`config.mk`:
```
export PLATFORM = sky130hd
export DESIGN_NAME = lsu_axi_lite
export DESIGN_NICKNAME = d
export VERILOG_FILES = /design/src/rtl/lsu_axi_lite.sv
export SDC_FILE = /design/constraint.sdc
export NUM_CORES = 1
export LEC_CHECK = 0
export BUFFER_PORTS_ARGS = -buffer_cell sky130_fd_sc_hd__buf_4
export CORE_UTILIZATION = 51
export CTS_CLUSTER_SIZE = 28
export DETAILED_ROUTE_END_ITERATION = 8
export GPL_TIMING_DRIVEN = 0
export MAX_ROUTING_LAYER = met4
export PLACE_DENSITY = 0.85
export SETUP_SLACK_MARGIN = 0.05
export SLEW_MARGIN = 10
export SYNTH_ARGS = -nofsm -noshare
export SYNTH_HDL_FRONTEND = slang
export SYNTH_SLANG_ARGS = --single-unit
```
`constraint.sdc`:
```
create_clock -name sys_clk -period 4.85 [get_ports sys_clk]
set_input_delay 0.2425 -clock sys_clk [delete_from_list [all_inputs] [get_ports sys_clk]]
set_output_delay 0.2425 -clock sys_clk [all_outputs]
set_load 0.01 [all_outputs]
```
`src/rtl/lsu_axi_lite.sv`:
```
// Multi-cycle load/store unit: accepts one memory op from execute, runs a single
// request/response transaction on the data-memory bus, and reports the result to writeback.
module lsu_axi_lite #(
  parameter int DATA_LEN = 32
) (
  input  logic                sys_clk,
  input  logic                sys_rst,
  input  logic                lsu_valid,
  output logic                lsu_ready,
  input  logic                is_load,
  input  logic                is_store,
  input  logic [1:0]          size,
  input  logic                load_unsigned,
  input  logic [DATA_LEN-1:0] addr,
  input  logic [DATA_LEN-1:0] wdata,
  output logic                mem_req_valid,
  input  logic                mem_req_ready,
  output logic                mem_req_wen,
  output logic [DATA_LEN-1:0] mem_req_addr,
  output logic [DATA_LEN-1:0] mem_req_wdata,
  output logic [3:0]          mem_req_wmask,
  input  logic                mem_resp_valid,
  input  logic [DATA_LEN-1:0] mem_resp_rdata,
  output logic                lsu_done,
  output logic [DATA_LEN-1:0] load_data,
  output logic                misalign,
  output logic [1:0]          dbg_state
);

  // Handshakes: a transfer happens on a rising edge where valid && ready are both high;
  // the sender holds valid and its payload stable until that edge. mem_resp_valid has no
  // ready and is consumed only while waiting for a response.
  typedef enum logic [1:0] {
    IDLE = 2'd0,
    REQ  = 2'd1,
    RESP = 2'd2,
    DONE = 2'd3
  } state_t;

  state_t state, state_nxt;

  logic       op_is_mem;
  logic       bad_align;
  logic [3:0] st_wmask;
  logic [DATA_LEN-1:0] st_wdata;

  logic [1:0] off_q;
  logic [1:0] size_q;
  logic       uns_q;
  logic       ld_q;

  logic [7:0]          byte_sel;
  logic [15:0]         half_sel;
  logic [DATA_LEN-1:0] ld_ext;

  assign lsu_ready     = (state == IDLE);
  assign mem_req_valid = (state == REQ);
  assign lsu_done      = (state == DONE);
  assign dbg_state     = state;

  assign op_is_mem = is_load | is_store;

  always_comb begin
    bad_align = 1'b0;
    st_wmask  = 4'b1111;
    st_wdata  = wdata;
    case (size)
      2'b00: begin
        st_wmask = 4'b0001 << addr[1:0];
        st_wdata = {4{wdata[7:0]}};
      end
      2'b01: begin
        bad_align = addr[0];
        st_wmask  = addr[1] ? 4'b1100 : 4'b0011;
        st_wdata  = {2{wdata[15:0]}};
      end
      2'b10: bad_align = (addr[1:0] != 2'b00);
      default: bad_align = 1'b1;
    endcase
  end

  // Response extraction uses the offset/size latched at accept, not the live inputs.
  always_comb begin
    byte_sel = mem_resp_rdata[{off_q, 3'b000} +: 8];
    half_sel = off_q[1] ? mem_resp_rdata[31:16] : mem_resp_rdata[15:0];
    case (size_q)
      2'b00:   ld_ext = {{(DATA_LEN-8){~uns_q & byte_sel[7]}}, byte_sel};
      2'b01:   ld_ext = {{(DATA_LEN-16){~uns_q & half_sel[15]}}, half_sel};
      default: ld_ext = mem_resp_rdata;
    endcase
  end

  always_comb begin
    state_nxt = state;
    case (state)
      IDLE: begin
        if (lsu_valid) begin
          if (!op_is_mem || bad_align) state_nxt = DONE;
          else                         state_nxt = REQ;
        end
      end
      REQ:  if (mem_req_ready)  state_nxt = RESP;
      RESP: if (mem_resp_valid) state_nxt = DONE;
      DONE: state_nxt = IDLE;
      default: state_nxt = IDLE;
    endcase
  end

  always_ff @(posedge sys_clk) begin
    if (sys_rst) begin
      state         <= IDLE;
      mem_req_wen   <= 1'b0;
      mem_req_addr  <= '0;
      mem_req_wdata <= '0;
      mem_req_wmask <= 4'b0000;
      load_data     <= '0;
      misalign      <= 1'b0;
      off_q         <= 2'b00;
      size_q        <= 2'b00;
      uns_q         <= 1'b0;
      ld_q          <= 1'b0;
    end else begin
      state <= state_nxt;
      case (state)
        IDLE: begin
          if (lsu_valid) begin
            if (!op_is_mem) begin
              load_data <= '0;
              misalign  <= 1'b0;
            end else if (bad_align) begin
              load_data <= '0;
              misalign  <= 1'b1;
            end else begin
              // is_load wins when both op bits are set.
              off_q         <= addr[1:0];
              size_q        <= size;
              uns_q         <= load_unsigned;
              ld_q          <= is_load;
              mem_req_addr  <= {addr[DATA_LEN-1:2], 2'b00};
              mem_req_wen   <= ~is_load;
              mem_req_wmask <= is_load ? 4'b0000 : st_wmask;
              mem_req_wdata <= is_load ? '0 : st_wdata;
            end
          end
        end
        RESP: begin
          if (mem_resp_valid) begin
            load_data <= ld_q ? ld_ext : '0;
            misalign  <= 1'b0;
          end
        end
        default: ;
      endcase
    end
  end

endmodule

```
==> impl_metrics.yaml <==
run_status:
  status: "finished with violations"
  violations: "design-rule violations"
logic_synthesis:
  yosysUniqueCellTypes: 42
  synth-seq-cells: 108
  synth_ff_type: "dfxtp_1"
  synth-edff-count: 0
  synth_cells: 560
  ys_warn_count: 0
  async_flop_share_pct: 0
  synthTopCellsByArea: "dfxtp_1 46%, a21oi_1 10%, nand2_1 9.2%"
  syn-cell-area_mm2: 0.004706
  synth_top_cell_area_share_pct: 45.95
  postSynthAreaPerCell_um2: 8.403
  yosys.area.top_type: "dfxtp_1"
  seq_area_frac_synth_pct: 45.95
finish:
  final_common_cell: "buf_4"
  diodes: 0
  drive_above_1_share_pct: 32.27
  area_growth_pct: 40.65
  nets: 893
  final_cell_mix: "213 x buf_4, 115 x nand2_1, 108 x dfxtp_1"
grt:
  grt_pass1_vias: 4915
  grt-ovfl-total: 0
  grt_max_degree: 19
  antenna_found_initial: 0
  grt_pass1_wl_um: 23340
  track_usage_pct: 31.39
detailed_routing:
  vias: 4973
  vias_per_cell: 5.556
  wl_um: 14830
  wl_per_cell_um: 16.57
  drtAntennaViolNets: 0
  drtIter0Drc: 149
  drcViolationCount: 14
  first_pass_iters: 9
worst_hold_path:
  min_path_type: "in -> reg"
power:
  vdd_drop_max_uv: 164.5
  power.density_mw_per_mm2: 323.3
  p_leak_nw: 2.873
cts:
  cts_tree: "yes"
  cts.hold.buffers_added: 0
  clkLatencyLatePin_ps: 370
  cts_setup_buffers: 0
  cts.sink_count: 108
  cts_buffer_depth: 2
  root_buffer: "clkbuf_8"
  cts.repair.resized: 0
  htree_levels: 3
  path_clk_slew_ps: 110
  cts-buffers-inserted: 9
timing:
  slew_headroom_pct: 43.49
  tightest_slew_ps: 844.5
  fin_hold_ws_ps: 108.7
  period_share_pct: 43.33
  setup_violations: 0
  skew_ps: 15.89
  layout_min_cycle_time_ps: 2102
  fmax_mhz: 475.8
  rsz0062_at_grt: "false"
  slew_violations: 0
  finalHoldViolations: 0
  finalSetupTns_ps: 0
placed_design:
  gp_congestion: 0.8929
  portBuffers: 210
  dp.final_hpwl_um: 11400
critical_path:
  required_ps: 5100
  endpoint_kind: "flip-flop"
  cp_max_fo: 10
  criticalPathCategory: "reg -> reg"
  critical_path.startpoint_type: "flip-flop"
  worstPathArrival_ps: 2350
floorplan:
  die_h_um: 98.06
  start_util_pct: 53.44
  die_area_mm2: 0.009615
  pin_count: 213
  coreArea_mm2: 0.008806
  dieWidth_um: 98.06
  placementRows: 34
job:
  cap_violations: 0
-- stage by stage --
step	utilization [%]	worst slack, ps	std cells	instance area [um^2]	power (W)
2_1_floorplan	-	3069	561	4710	0.001327
3_3_place_gp	72.92	2837	879	6421	0.001568
3_5_place_dp	72.92	2811	879	6421	0.001588
4_1_cts	75.16	2788	895	6619	0.002140
5_1_grt	75.16	2555	895	6619	0.002243
6_report	75.16	2748	895	6619	0.002140
-- final timing paths --
kind	to	slack (ps)	start	cells past startpoint
setup / recovery	mem_req_wdata[27]$_SDFFE_PP0P_	2750	dbg_state[0]$_SDFFE_PP0P_	8
hold / removal	mem_req_addr[19]$_SDFFE_PP0P_	110	addr[19]	3
setup reg to reg	mem_req_wdata[27]$_SDFFE_PP0P_	2750	dbg_state[0]$_SDFFE_PP0P_	8
hold reg to reg	misalign$_SDFFE_PP0P_	460	misalign$_SDFFE_PP0P_	2
-- flip-flops by register name (all words and copies together), names as in the netlist, 2 cells and up --
register	cells
load_data	32
mem_req_wdata	32
mem_req_addr	30
mem_req_wmask	4
dbg_state	2
off_q	2
size_q	2
-- worst max-delay path: stages, from the launching register on --
cell and delay (ps):
dfxtp_1 370, inv_1 130, ha_1 240, o21a_1 200, o21ai_2 110, nor2_2 360, nor2_1 100, clkbuf_1 270
o2bb2ai_1 200
-- cell type report --
| cell class | count | area [um^2] |
|---|---|---|
| timing repair buffer | 210 | 1577 |
| inverter | 6 | 22.52 |
| tap | 108 | 135.1 |
| multi-input combinational | 401 | 2316 |
| buffer | 46 | 209.0 |
| sequential | 108 | 2162 |
| clock buffer | 10 | 127.6 |
| clock inverter | 6 | 70.07 |
| fill | 682 | 2187 |
-- power by group --
group	total, W	switching, W	internal, W	leakage, nW
clock network	0.000562	0.000318	0.000244	0.101
registers	0.000976	0.0000374	0.000939	0.874
logic	0.000601	0.000339	0.000262	1.90
total	0.00214	0.000695	0.00145	2.87
-- per-layer routing --
metal  vias up  GRT usage [%]  wire, um
met5         -              -         0
met4         0          15.73       541
met1      2302          35.05      5912
li1       2393              -         -
met2       226          53.74      7344
met3        52          5.655      1033
-- logic make-up (layout without fill, tap and decap cells) --
kind of cell	after synthesis	count (layout)	share of synthesized area, %
flops	108	108	45.95
buf+inv	52	278	4.919
compound gates	175	175	23.40
simple gates	184	184	16.86
fa+ha+maj	5	5	1.329
mux	35	35	7.471
other cells	1	2	0.07969
-- synthesized netlist by cell type, types with 2 or more instances --
cell       count
nand2_1      115
dfxtp_1      108
a21oi_1       96
mux2i_1       34
nor2_1        33
clkbuf_1      27
o2bb2ai_1     20
o221ai_1      15
buf_2         14
nor3_1        10
o21ai_0       10
nor3b_1        9
o21ai_1        9
a2bb2oi_1      8
a21o_1         7
inv_1          6
ha_1           5
buf_4          3
nor2b_1        3
a211oi_1       2
nand2b_1       2
o21ai_2        2
or2_2          2
or3_1          2
(Power assumes the default switching activity.)
